$ cat src/rtl/sram_pixel_packer.sv
`default_nettype none
// ============================================================================
// Module      : sram_pixel_packer
// Description : Packs a stream of (pixel index, compressed colour) pairs into
//               SRAM words and writes each word through a req/grant arbiter
//               that the frame read path also uses. Nibble k of a word holds
//               the pixel whose index[1:0] = k. Used by the map/sprite loaders
//               and by in-game map updates.
//
// Ports       : i_clk, i_rst_n      clock, asynchronous active-low reset
//               i_valid / o_ready   pixel handshake (accept = both high)
//               i_pixel_index       linear pixel index
//               i_color             compressed colour nibble
//               i_flush             pulse: commit the partially filled word
//               o_flush_done        pulse: all flushed data has been written
//               o_sram_req          bus request towards the arbiter
//               i_sram_grant        bus granted (sampled only while waiting)
//               o_sram_addr/wdata   word address and write data
//               o_sram_*_n          active-low SRAM strobes (registered)
//
// Revision    : 1.0  initial release
// ============================================================================
module sram_pixel_packer #(
   parameter int COLOR_WIDTH     = 4,
   parameter int SRAM_DATA_WIDTH = 16,
   parameter int SRAM_ADDR_WIDTH = 20,
   parameter int PIX_INDEX_WIDTH = 19,
   parameter int BASE_ADDR       = 0,
   parameter int WRITE_CYCLES    = 2
) (
   input  logic                       i_clk,
   input  logic                       i_rst_n,
   input  logic                       i_valid,
   output logic                       o_ready,
   input  logic [PIX_INDEX_WIDTH-1:0] i_pixel_index,
   input  logic [COLOR_WIDTH-1:0]     i_color,
   input  logic                       i_flush,
   output logic                       o_flush_done,
   output logic                       o_sram_req,
   input  logic                       i_sram_grant,
   output logic [SRAM_ADDR_WIDTH-1:0] o_sram_addr,
   output logic [SRAM_DATA_WIDTH-1:0] o_sram_wdata,
   output logic                       o_sram_we_n,
   output logic                       o_sram_ce_n,
   output logic                       o_sram_oe_n,
   output logic                       o_sram_lb_n,
   output logic                       o_sram_ub_n
);

   localparam int c_PIX_PER_WORD = SRAM_DATA_WIDTH / COLOR_WIDTH;
   localparam int c_NIB_W        = $clog2(c_PIX_PER_WORD);
   localparam int c_HALF         = c_PIX_PER_WORD / 2;
   localparam int c_WCNT_W       = (WRITE_CYCLES > 1) ? $clog2(WRITE_CYCLES) : 1;
   localparam logic [c_NIB_W-1:0]  c_LAST_NIB  = c_NIB_W'(c_PIX_PER_WORD - 1);
   localparam logic [c_WCNT_W-1:0] c_WCNT_LAST = c_WCNT_W'(WRITE_CYCLES - 1);

   typedef enum logic [1:0] {
      S_IDLE     = 2'd0,
      S_ACCUM    = 2'd1,
      S_WAIT_GNT = 2'd2,
      S_WRITE    = 2'd3
   } state_t;

   state_t                       r_state,       w_state_nxt;
   logic [SRAM_ADDR_WIDTH-1:0]   r_acc_addr,    w_acc_addr_nxt;
   logic [SRAM_DATA_WIDTH-1:0]   r_acc_data,    w_acc_data_nxt;
   logic [c_PIX_PER_WORD-1:0]    r_acc_mask,    w_acc_mask_nxt;
   logic                         r_pend_valid,  w_pend_valid_nxt;
   logic [SRAM_ADDR_WIDTH-1:0]   r_pend_addr,   w_pend_addr_nxt;
   logic [c_NIB_W-1:0]           r_pend_nib,    w_pend_nib_nxt;
   logic [COLOR_WIDTH-1:0]       r_pend_color,  w_pend_color_nxt;
   logic                         r_flushing,    w_flushing_nxt;
   logic [c_WCNT_W-1:0]          r_wcnt,        w_wcnt_nxt;
   logic                         r_flush_done,  w_flush_done_nxt;
   logic                         r_sram_req,    w_sram_req_nxt;
   logic [SRAM_ADDR_WIDTH-1:0]   r_sram_addr,   w_sram_addr_nxt;
   logic [SRAM_DATA_WIDTH-1:0]   r_sram_wdata,  w_sram_wdata_nxt;
   logic                         r_we_n,        w_we_n_nxt;
   logic                         r_ce_n,        w_ce_n_nxt;
   logic                         r_lb_n,        w_lb_n_nxt;
   logic                         r_ub_n,        w_ub_n_nxt;

   logic                         w_accept;
   logic                         w_same_word;
   logic                         w_flush_eff;
   logic [SRAM_ADDR_WIDTH-1:0]   w_in_addr;
   logic [c_NIB_W-1:0]           w_in_nib;
   logic [c_PIX_PER_WORD-1:0]    w_in_onehot;
   logic [c_PIX_PER_WORD-1:0]    w_merge_mask;
   logic [c_PIX_PER_WORD-1:0]    w_pend_onehot;
   logic [SRAM_DATA_WIDTH-1:0]   w_in_data;
   logic [SRAM_DATA_WIDTH-1:0]   w_merge_data;
   logic [SRAM_DATA_WIDTH-1:0]   w_pend_data;

   assign o_ready   = (r_state == S_IDLE) || (r_state == S_ACCUM);
   assign w_accept  = i_valid && o_ready;
   assign w_in_nib  = i_pixel_index[c_NIB_W-1:0];
   assign w_in_addr = SRAM_ADDR_WIDTH'(BASE_ADDR)
                    + SRAM_ADDR_WIDTH'(i_pixel_index >> c_NIB_W);
   assign w_same_word  = (w_in_addr == r_acc_addr);
   assign w_merge_mask = r_acc_mask | w_in_onehot;

   // Nibble placement helpers: a freshly loaded word starts from zero so
   // unwritten nibbles go out as 0; a merge overwrites in place (last wins).
   always_comb begin
      w_in_onehot   = '0;
      w_pend_onehot = '0;
      w_in_data     = '0;
      w_pend_data   = '0;
      w_merge_data  = r_acc_data;
      w_in_onehot[w_in_nib]     = 1'b1;
      w_pend_onehot[r_pend_nib] = 1'b1;
      w_in_data[w_in_nib*COLOR_WIDTH +: COLOR_WIDTH]      = i_color;
      w_merge_data[w_in_nib*COLOR_WIDTH +: COLOR_WIDTH]   = i_color;
      w_pend_data[r_pend_nib*COLOR_WIDTH +: COLOR_WIDTH]  = r_pend_color;
   end

   always_comb begin
      w_state_nxt      = r_state;
      w_acc_addr_nxt   = r_acc_addr;
      w_acc_data_nxt   = r_acc_data;
      w_acc_mask_nxt   = r_acc_mask;
      w_pend_valid_nxt = r_pend_valid;
      w_pend_addr_nxt  = r_pend_addr;
      w_pend_nib_nxt   = r_pend_nib;
      w_pend_color_nxt = r_pend_color;
      w_flushing_nxt   = r_flushing;
      w_wcnt_nxt       = r_wcnt;
      w_flush_done_nxt = 1'b0;
      w_flush_eff      = r_flushing || i_flush;

      case (r_state)
         S_IDLE: begin
            if (w_accept) begin
               w_acc_addr_nxt = w_in_addr;
               w_acc_data_nxt = w_in_data;
               w_acc_mask_nxt = w_in_onehot;
               w_flushing_nxt = i_flush;
               if ((w_in_nib == c_LAST_NIB) || i_flush)
                  w_state_nxt = S_WAIT_GNT;
               else
                  w_state_nxt = S_ACCUM;
            end else if (i_flush) begin
               // Nothing buffered: the flush is complete immediately.
               w_flush_done_nxt = 1'b1;
            end
         end

         S_ACCUM: begin
            if (w_accept && w_same_word) begin
               w_acc_data_nxt = w_merge_data;
               w_acc_mask_nxt = w_merge_mask;
               if ((w_in_nib == c_LAST_NIB) || (&w_merge_mask) || i_flush)
                  w_state_nxt = S_WAIT_GNT;
            end else if (w_accept) begin
               // New word: park the pixel and commit the current word.
               w_pend_valid_nxt = 1'b1;
               w_pend_addr_nxt  = w_in_addr;
               w_pend_nib_nxt   = w_in_nib;
               w_pend_color_nxt = i_color;
               w_state_nxt      = S_WAIT_GNT;
            end else if (i_flush) begin
               w_state_nxt = S_WAIT_GNT;
            end
            if (i_flush)
               w_flushing_nxt = 1'b1;
         end

         S_WAIT_GNT: begin
            w_flushing_nxt = w_flush_eff;
            if (i_sram_grant) begin
               w_state_nxt = S_WRITE;
               w_wcnt_nxt  = '0;
            end
         end

         S_WRITE: begin
            if (r_wcnt == c_WCNT_LAST) begin
               if (r_pend_valid) begin
                  w_acc_addr_nxt   = r_pend_addr;
                  w_acc_data_nxt   = w_pend_data;
                  w_acc_mask_nxt   = w_pend_onehot;
                  w_pend_valid_nxt = 1'b0;
                  w_flushing_nxt   = w_flush_eff;
                  // A pending flush covers the parked pixel as well.
                  if ((r_pend_nib == c_LAST_NIB) || w_flush_eff)
                     w_state_nxt = S_WAIT_GNT;
                  else
                     w_state_nxt = S_ACCUM;
               end else begin
                  w_state_nxt      = S_IDLE;
                  w_flushing_nxt   = 1'b0;
                  w_flush_done_nxt = w_flush_eff;
               end
            end else begin
               w_wcnt_nxt     = r_wcnt + 1'b1;
               w_flushing_nxt = w_flush_eff;
            end
         end

         default: w_state_nxt = S_IDLE;
      endcase

      // Bus outputs are derived from the next state and registered so the
      // strobes change only on clock edges. Address and data are held after
      // a write so the bus does not move with the rising we_n.
      w_sram_req_nxt   = (w_state_nxt == S_WAIT_GNT) || (w_state_nxt == S_WRITE);
      w_we_n_nxt       = (w_state_nxt != S_WRITE);
      w_ce_n_nxt       = (w_state_nxt != S_WRITE);
      w_lb_n_nxt       = !(w_sram_req_nxt && (|w_acc_mask_nxt[c_HALF-1:0]));
      w_ub_n_nxt       = !(w_sram_req_nxt && (|w_acc_mask_nxt[c_PIX_PER_WORD-1:c_HALF]));
      w_sram_addr_nxt  = w_sram_req_nxt ? w_acc_addr_nxt : r_sram_addr;
      w_sram_wdata_nxt = w_sram_req_nxt ? w_acc_data_nxt : r_sram_wdata;
   end

   always_ff @(posedge i_clk or negedge i_rst_n) begin
      if (!i_rst_n) begin
         r_state      <= S_IDLE;
         r_acc_addr   <= '0;
         r_acc_data   <= '0;
         r_acc_mask   <= '0;
         r_pend_valid <= 1'b0;
         r_pend_addr  <= '0;
         r_pend_nib   <= '0;
         r_pend_color <= '0;
         r_flushing   <= 1'b0;
         r_wcnt       <= '0;
         r_flush_done <= 1'b0;
         r_sram_req   <= 1'b0;
         r_sram_addr  <= '0;
         r_sram_wdata <= '0;
         r_we_n       <= 1'b1;
         r_ce_n       <= 1'b1;
         r_lb_n       <= 1'b1;
         r_ub_n       <= 1'b1;
      end else begin
         r_state      <= w_state_nxt;
         r_acc_addr   <= w_acc_addr_nxt;
         r_acc_data   <= w_acc_data_nxt;
         r_acc_mask   <= w_acc_mask_nxt;
         r_pend_valid <= w_pend_valid_nxt;
         r_pend_addr  <= w_pend_addr_nxt;
         r_pend_nib   <= w_pend_nib_nxt;
         r_pend_color <= w_pend_color_nxt;
         r_flushing   <= w_flushing_nxt;
         r_wcnt       <= w_wcnt_nxt;
         r_flush_done <= w_flush_done_nxt;
         r_sram_req   <= w_sram_req_nxt;
         r_sram_addr  <= w_sram_addr_nxt;
         r_sram_wdata <= w_sram_wdata_nxt;
         r_we_n       <= w_we_n_nxt;
         r_ce_n       <= w_ce_n_nxt;
         r_lb_n       <= w_lb_n_nxt;
         r_ub_n       <= w_ub_n_nxt;
      end
   end

   assign o_flush_done = r_flush_done;
   assign o_sram_req   = r_sram_req;
   assign o_sram_addr  = r_sram_addr;
   assign o_sram_wdata = r_sram_wdata;
   assign o_sram_we_n  = r_we_n;
   assign o_sram_ce_n  = r_ce_n;
   assign o_sram_oe_n  = 1'b1;   // write-only port: output enable never asserted
   assign o_sram_lb_n  = r_lb_n;
   assign o_sram_ub_n  = r_ub_n;

endmodule
`default_nettype wire
$ cat config.mk
export PLATFORM = sky130hd
export DESIGN_NAME = sram_pixel_packer
export DESIGN_NICKNAME = d
export VERILOG_FILES = /design/src/rtl/sram_pixel_packer.sv
export SDC_FILE = /design/constraint.sdc
export NUM_CORES = 1
export LEC_CHECK = 0
export CORE_ASPECT_RATIO = 2
export CORE_MARGIN = 2
export CORE_UTILIZATION = 40
export DETAILED_ROUTE_END_ITERATION = 12
export GPL_ROUTABILITY_DRIVEN = 0
export SETUP_SLACK_MARGIN = 0.4
export SYNTH_ARGS = -nofsm -noshare
export SYNTH_HDL_FRONTEND = slang
export SYNTH_SLANG_ARGS = --single-unit
$ cat constraint.sdc
create_clock -name i_clk -period 5.2 [get_ports i_clk]
set_clock_uncertainty 0.05 [all_clocks]
set_input_delay 1.04 -clock i_clk [delete_from_list [all_inputs] [get_ports i_clk]]
set_output_delay 1.04 -clock i_clk [all_outputs]
set_load 0.005 [all_outputs]
==> impl_metrics.tcl, run 1 <==
set metrics [dict create \
    ys_ff_latch 109 \
    max_freq_mhz 246 \
    grt_overflow_total 0 \
    fin_tns_setup_ps 0 \
    instances_no_fill 858 \
    finalCriticalPeriod_ps 4060 \
    diodes 0 \
    slowest_delay_ps 650 \
    cts_tree "done" \
    num_vias 5034 \
    worst_slew_pin_slew_ps 1240 \
    synth_top_flop_cell "dfrtp_1" \
    buffer_ports.inserted 70 \
    detail-route-antenna-nets 0 \
    ir_drop_v 0.000284 \
    synth_area_leaders "dfrtp_1, mux2_2, ha_1" \
    cts_root_buf "clkbuf_16" \
    clock_path_buffers 2 \
    clkLatencyLatePin_ps 360 \
    ys_top_cells_by_count "dfrtp_1, nand2_1, mux2_2" \
    synth.most_common_cell "dfrtp_1" \
    syn_inst 612 \
    yosysTopAreaCellShare 0.438 \
    leakage_nw 3.07 \
    crit_arrival_ps 4250 \
    wl_mm 17.1 \
    syn2layout_area_growth_pct 18.7 \
    timing.hold.ws_ps 463 \
    required_ps 5390 \
    dp_hpwl_mm 12.7 \
    cts_resized 0 \
    yosys.area.top_type "dfrtp_1" \
    fp.dieArea_mm2 0.0162 \
    die_w_um 91.0 \
    htreeDepth 3 \
    yosys.cell_types.count 65 \
    viasPerCell 5.87 \
    antenna_found_initial 0 \
    rsz0062_at_grt "no" \
    status "finished clean" \
    finalHoldViolCount 0 \
    pin_count 72 \
    cts_sinks 109 \
    critPathTopFamily "buffers and inverters" \
    synth_warnings 0 \
    rows 63 \
    track_usage 0.218 \
    dieHeight_um 178 \
    crit_slowest_cell "clkdlybuf4s50_1" \
    fin_nets 705 \
    grt_pass1_vias 5231 \
    grt_pass1_wl_mm 27.8 \
    post-route-period-util 0.781 \
    relSlewSlack 0.163 \
    dp.cells 842 \
    synth_nets 659 \
    pwr_density_cell_mw_per_mm2 518 \
    cp-end-kind "flip-flop" \
    ys_seq_area_frac 0.451 \
    synth_edf_count 0 \
    crit_buf_inv 3 \
    drive_gt1_frac 0.133 \
    hold_class "reg2reg" \
    cts_buffers 9 \
    initial_core_util 0.409 \
    drv_cap 0 \
    total_power_mw 3.72 \
    syn_avg_cell_area_um2 9.90 \
    post_cts_buffers 0 \
    path_max_fanout 29 \
    coreArea_mm2 0.0148 \
    crit_type "in2reg" \
    async_flop_share 1.00 \
    worstPathCellList "clkdlybuf4s50_1 > inv_1 > ha_1 > o21ai_0 > o211ai_1 > nor4_1 > a31oi_4 > buf_4 > mux2_2" \
    final_util 0.485 \
    grt_max_degree 75 \
    firstDrtPassIters 5 \
    drtIter0Drc 422 \
    wl_per_cell_um 19.9 \
    drc 0 \
    setup_viol 0 \
    drv_slew 0 \
    cp-start-kind "input pin" \
    ctsHoldBuffers 0 \
    synth_area_mm2 0.00606 \
    clkTransAtPathRegs_ps 80 \
]
## worst reg2reg max path, delay by kind of cell (launching register included)
family	cells	cell delay [ps]
buffers and inverters	3	900
AOI/OAI and AO/OA	2	810
muxes	3	800
DFF	1	460
adders and majority gates	1	160
## report_power, final
group | total, mW | internal, mW | switching (mW)
clock network | 0.703 | 0.347 | 0.356
logic | 1.73 | 0.725 | 1.01
registers | 1.29 | 1.11 | 0.183
## worst paths after layout
kind	from	slack (ps)	cells after the start	to
setup / recovery	i_pixel_index[0]	1140	9	o_sram_addr[17]$_DFFE_PN0N_
hold / removal	r_acc_addr[17]$_DFF_PN0_	460	1	r_acc_addr[17]$_DFF_PN0_
setup reg to reg	r_state[1]$_DFF_PN0_	1930	9	o_sram_addr[17]$_DFFE_PN0N_
hold reg to reg	r_acc_addr[17]$_DFF_PN0_	460	1	r_acc_addr[17]$_DFF_PN0_
max in group asynchronous	i_rst_n	3290	2	o_sram_lb_n$_DFF_PN1_
min in group asynchronous	i_rst_n	750	1	o_sram_addr[19]$_DFFE_PN0N_
## state kept, by name (all words and copies together) (netlist names), 2 cells and up
| signal | count |
|---|---|
| r_acc_addr | 20 |
| r_pend_color | 4 |
| o_sram_addr | 20 |
| r_state | 2 |
| r_pend_nib | 2 |
| r_acc_mask | 4 |
| r_pend_addr | 17 |
| o_sram_wdata | 16 |
| r_acc_data | 16 |
## per-layer routing
layer  routed length [um]  vias up  share of wire  GRT usage
li1                     -     2335              -          -
met2                 9390      194           0.55      0.410
met5                    0        -              0          0
met1                 6260     2455           0.37      0.236
met4                  801        0          0.047      0.113
met3                  614       50          0.036     0.0258
## through the flow
stage / setup WS [ps] / area (um2)
4_1_cts: 1110 / 7190
3_3_place_gp: 896 / 6880
2_1_floorplan: 1990 / 6060
3_5_place_dp: 729 / 6880
6_report: 1140 / 7190
5_1_grt: 890 / 7190
## cells in the final DEF, fill, tap and decap left out, types with 5 or more instances in the layout
cell type,Yosys,routed
buf_4,4,9
ha_1,19,19
a221o_1,11,11
nand2b_1,8,8
clkbuf_16,0,9
nor4_1,7,7
o22ai_1,12,12
nor2b_1,6,6
a31oi_1,19,18
inv_1,22,22
mux2_2,52,52
nand3_1,15,15
mux2i_1,6,6
clkdlybuf4s50_1,0,69
o21ai_0,47,47
and3_1,5,5
nor3_1,7,7
a21oi_1,23,23
and2_1,5,5
dfrtp_1,106,106
nor2_1,33,33
nand2_1,63,63
a22oi_1,28,28
xor2_1,17,17
## kinds of logic after synthesis
logic type      count (synthesis)  synth area share
compound gates                173             0.192
mux                            59             0.109
simple gates                  169             0.138
xor+xnor                       17            0.0246
other cells                     1          0.000619
fa+ha+maj                      19            0.0392
buf+inv                        65            0.0458
flops                         109             0.451
## layout make-up
cell class	count	area (um2)
sequential	109	2730
clock inverter	7	86.3
clock buffer	9	225
tap	195	244
multi-input combinational	438	3060
inverter	22	82.6
timing repair buffer	78	758
fill	1446	7630
Note: power is estimated with default switching activity, not from simulation.
==> inputs of run 2 (changes only) <==
- clock period: 5.2 -> 4.1 ns (I/O delays scaled with it)
==> run 2 against run 1 <==
Net effect:
- register-to-register slack lost 860 ps
- hold slack lost 7.3 ps
- routed wire length grew 4.2%
- power grew 29%
- non-clock buffer count grew 9
- largest cell class unchanged
- largest power group unchanged
==> impl_metrics.tcl, run 2 (same netlist as run 1, synthesis figures left out) <==
set metrics [dict create \
    status "finished clean" \
    htreeDepth 3 \
    clock_path_buffers 2 \
    place_ws_ps 461 \
    firstDrtPassIters 5 \
    relSlewSlack 0.403 \
    clkTransAtPathRegs_ps 90 \
    track_usage 0.228 \
    post-route-period-util 0.810 \
    fp.dieArea_mm2 0.0162 \
    diodes 0 \
    drc 0 \
    wl_mm 17.8 \
    pwr_density_cell_mw_per_mm2 661 \
    crit_arrival_ps 3500 \
    power_frac_comb 0.475 \
    grt_pass1_vias 5437 \
    power_frac_seq 0.340 \
    r2r_setup_slack_ps 1070 \
    drive_gt1_frac 0.144 \
    max_freq_mhz 301 \
    rsz0062_at_grt "no" \
    detail-route-antenna-nets 0 \
    final_cell_mix "dfrtp_1, clkdlybuf4s50_1, nand2_1" \
    drv_cap 0 \
    leakage_nw 3.12 \
    cp-end-kind "flip-flop" \
    grt_overflow_total 0 \
    die_w_um 91.0 \
    clkLatencyLatePin_ps 360 \
    nFillCells 1431 \
    coreArea_mm2 0.0148 \
    buffer_ports.inserted 70 \
    switching_power_mw 2.01 \
    required_ps 4270 \
    hold_class "in2async" \
    crit_type "in2reg" \
    cts_root_buf "clkbuf_16" \
    cts_tree "done" \
    setup_ws_ps 779 \
    path_max_fanout 12 \
    cts_resized 0 \
    num_vias 5189 \
    fin_nets 714 \
    fin_tns_setup_ps 0 \
    p_int_mw 2.80 \
    pin_count 72 \
    worst_slew_pin_slew_ps 895 \
    final_common_cell "dfrtp_1" \
    finalCriticalPeriod_ps 3320 \
    multi_input_area_mm2 0.00306 \
    viasPerCell 5.99 \
    antenna_found_initial 0 \
    p_sw_frac 0.417 \
    syn2layout_area_growth_pct 20.1 \
    ctsHoldBuffers 0 \
    setup_viol 0 \
    final_util 0.491 \
    pwr-share-clk 0.184 \
    drtIter0Drc 373 \
    cp-start-kind "input pin" \
    dp_hpwl_mm 12.9 \
    post_cts_buffers 0 \
    cts_sinks 109 \
    finalHoldViolCount 0 \
    grt_pass1_wl_mm 28.6 \
    grt_max_degree 59 \
    drv_slew 0 \
    ir_drop_v 0.000406 \
    rows 63 \
    wl_per_cell_um 20.5 \
    dieHeight_um 178 \
    initial_core_util 0.409 \
    cts_buffers 9 \
    seq_area_mm2 0.00273 \
]
[run 2: final cells by class]
type	instances	share of cell area
clock inverter	7	0.0110
inverter	22	0.0113
tap	195	0.0335
timing repair buffer	87	0.117
clock buffer	9	0.0309
sequential	109	0.375
multi-input combinational	438	0.421
[run 2: worst paths after layout]
check                                       startpoint                          end  cells past startpoint
setup / recovery                      i_pixel_index[1]  o_sram_wdata[5]$_DFFE_PN0N_                      9
min in group i_clk         r_pend_color[0]$_DFFE_PN0P_  r_pend_color[0]$_DFFE_PN0P_                      1
hold / removal                                 i_rst_n  o_sram_addr[16]$_DFFE_PN0N_                      1
hold reg to reg            r_pend_color[0]$_DFFE_PN0P_  r_pend_color[0]$_DFFE_PN0P_                      1
setup reg to reg                  r_state[1]$_DFF_PN0_  o_sram_wdata[4]$_DFFE_PN0N_                      8
max in group asynchronous                      i_rst_n        o_sram_ub_n$_DFF_PN1_                      2
[run 2: power groups by stage]
stage,sequential [mW],combinational (mW),clock (mW)
floorplan,1.59,1.49,0
global placement,1.64,2.25,0
detailed placement,1.65,2.27,0
CTS,1.63,2.28,0.909
global route,1.68,2.49,0.954
finish,1.64,2.29,0.887
[run 2: metrics by stage]
| step | std cells | hold WS, ps | instance area (um2) | total power [mW] |
|---|---|---|---|---|
| 2_1_floorplan | 612 | 411 | 6060 | 3.08 |
| 3_3_place_gp | 851 | 434 | 6970 | 3.88 |
| 3_5_place_dp | 851 | 437 | 6970 | 3.92 |
| 4_1_cts | 867 | 455 | 7280 | 4.82 |
| 5_1_grt | 867 | 465 | 7280 | 5.12 |
| 6_report | 867 | 456 | 7280 | 4.81 |
[run 2: per-layer routing]
| metal | part of all wire | up-vias | GRT usage | wire length (um) |
|---|---|---|---|---|
| met5 | 0 | - | 0 | 0 |
| met3 | 0.045 | 86 | 0.0359 | 800 |
| li1 | - | 2338 | - | - |
| met1 | 0.35 | 2549 | 0.235 | 6300 |
| met2 | 0.54 | 216 | 0.420 | 9550 |
| met4 | 0.064 | 0 | 0.148 | 1130 |
[run 2: worst max-delay path, cell delays in order]
cell	delay [ps]
clkdlybuf4s50_1	610
inv_1	140
ha_1	460
and4b_1	330
nand4_1	160
a21boi_0	120
a221o_1	310
a21oi_1	380
a31oi_1	160
==> inputs of run 3 (changes only) <==
- clock period: 4.1 -> 2.8 ns (I/O delays scaled with it)
==> run 3 against run 2 <==
Net effect:
- hold slack got worse by 380 ps
- die area stayed put
- flip-flop and latch count did not move
- via count grew 7.9%
- non-clock buffer count is 94 higher
- largest power group unchanged
==> impl_metrics.tcl, run 3 (same netlist as run 1, synthesis figures left out) <==
set metrics [dict create \
    initial_core_util 0.409 \
    leakage_nw 3.70 \
    die_w_um 91.0 \
    grt_max_degree 55 \
    worstPathCellList "buf_4 > ha_4 > nand3_2 > o2111ai_2 > mux2i_2 > a31oi_4 > buf_6 > buf_16 > mux2_2" \
    syn2layout_area_growth_pct 39.9 \
    cp-start-kind "flip-flop" \
    relSlewSlack 0.631 \
    antenna_found_initial 0 \
    finalHoldViolCount 0 \
    ir_drop_v 0.000567 \
    coreArea_mm2 0.0148 \
    drive_gt1_frac 0.319 \
    drv_cap 0 \
    setup_viol 0 \
    drc 0 \
    status "finished clean" \
    max_freq_mhz 420 \
    finalCriticalPeriod_ps 2380 \
    rsz0062_at_grt "yes" \
    grt_overflow_total 0 \
    diodes 0 \
    clkLatencyLatePin_ps 370 \
    final_cell_mix "dfrtp_1, buf_4, nand2_1" \
    ctsHoldBuffers 0 \
    dieHeight_um 178 \
    post-route-period-util 0.850 \
    detail-route-antenna-nets 0 \
    instances_no_fill 961 \
    cts_tree "done" \
    num_vias 5600 \
    wl_per_cell_um 20.6 \
    met1_usage 0.235 \
    power_frac_comb 0.558 \
    grt-busiest-layer "met2" \
    drtIter0Drc 386 \
    grt_pass1_vias 5916 \
    dp_hpwl_mm 14.0 \
    final_common_cell "dfrtp_1" \
    cp-end-kind "flip-flop" \
    slowest_delay_ps 400 \
    power_frac_seq 0.282 \
    pwr_density_cell_mw_per_mm2 989 \
    grt_use_met3 0.0363 \
    p_int_mw 4.98 \
    viasPerCell 5.83 \
    pin_count 72 \
    cts_sinks 109 \
    required_ps 3000 \
    use_met2 0.472 \
    pwr-share-clk 0.159 \
    fp.dieArea_mm2 0.0162 \
    clock_path_buffers 2 \
    htreeDepth 3 \
    buffer_ports.inserted 70 \
    firstDrtPassIters 5 \
    switching_power_mw 3.40 \
    dp.cells 921 \
    track_usage 0.244 \
    hold_class "in2async" \
    wl_mm 19.8 \
    crit_type "reg2reg" \
    fin_nets 808 \
    drv_slew 0 \
    rows 63 \
    path_max_fanout 8 \
    fin_tns_setup_ps 0 \
    cts_root_buf "clkbuf_16" \
    cts_buffers 9 \
    clkTransAtPathRegs_ps 90 \
    worst_slew_pin_slew_ps 552 \
    grt_pass1_wl_mm 30.3 \
    crit_slowest_cell "dfrtp_2" \
    crit_arrival_ps 2580 \
    p_sw_frac 0.406 \
]
## run 3: layer usage
layer | part of all wire | vias up
li1 | - | 2534
met1 | 0.34 | 2746
met2 | 0.56 | 230
met3 | 0.040 | 90
met4 | 0.062 | 0
met5 | 0 | -
## run 3: repair_timing
| item | CTS | global route |
|---|---|---|
| buffers inserted | 15 | 7 |
| endpoints found under the setup margin | 86 | 51 |
| gates resized for setup | 62 | 50 |
| gates cloned | 2 | 0 |
| pin swaps | 17 | 18 |
## run 3: critical path: cells and delay by family (launching register included)
family | cells | cell delay (ps)
adders and majority gates | 1 | 210
DFF | 1 | 400
buffers and inverters | 3 | 490
and+or+nand+nor | 1 | 140
AOI/OAI and AO/OA | 2 | 490
muxes | 2 | 470
## run 3: cell type report
cell class	instances	area, um2
tap	195	244
timing repair buffer	181	1670
inverter	22	101
sequential	109	2730
fill	1324	6340
clock buffer	9	225
multi-input combinational	438	3420
clock inverter	7	83.8
## run 3: worst paths after layout
check / startpoint / to / slack [ps] / depth (start not counted)
max in group asynchronous: i_rst_n / o_sram_ub_n$_DFF_PN1_ / 1870 / 2
min in group i_clk: o_sram_wdata[6]$_DFFE_PN0N_ / o_sram_wdata[6]$_DFFE_PN0N_ / 460 / 1
max: r_state[1]$_DFF_PN0_ / o_sram_addr[19]$_DFFE_PN0N_ / 420 / 9
min: i_rst_n / r_pend_addr[2]$_DFFE_PN0P_ / 70 / 1
min reg2reg: o_sram_wdata[6]$_DFFE_PN0N_ / o_sram_wdata[6]$_DFFE_PN0N_ / 460 / 1
max reg2reg: r_state[1]$_DFF_PN0_ / o_sram_addr[19]$_DFFE_PN0N_ / 420 / 9
## run 3: through the flow
stage | power [mW] | hold WS [ps] | area [um2] | worst slack, ps | utilization
after global routing | 8.82 | 108 | 8480 | 360 | 0.572
after global placement | 6.07 | 439 | 7560 | -334 | 0.510
final | 8.39 | 74.8 | 8480 | 420 | 0.572
after floorplan | 4.57 | 214 | 6140 | 343 | -
after detailed placement | 6.17 | 442 | 7560 | -408 | 0.510
after CTS | 8.14 | 78.6 | 8240 | 374 | 0.556
## run 3: power groups by stage
stage | registers (mW) | clock network (mW) | logic (mW)
after detailed placement | 2.40 | 0 | 3.77
final | 2.37 | 1.34 | 4.68
after global routing | 2.43 | 1.41 | 4.98
after global placement | 2.37 | 0 | 3.70
after CTS | 2.36 | 1.37 | 4.40
after floorplan | 2.32 | 0 | 2.25
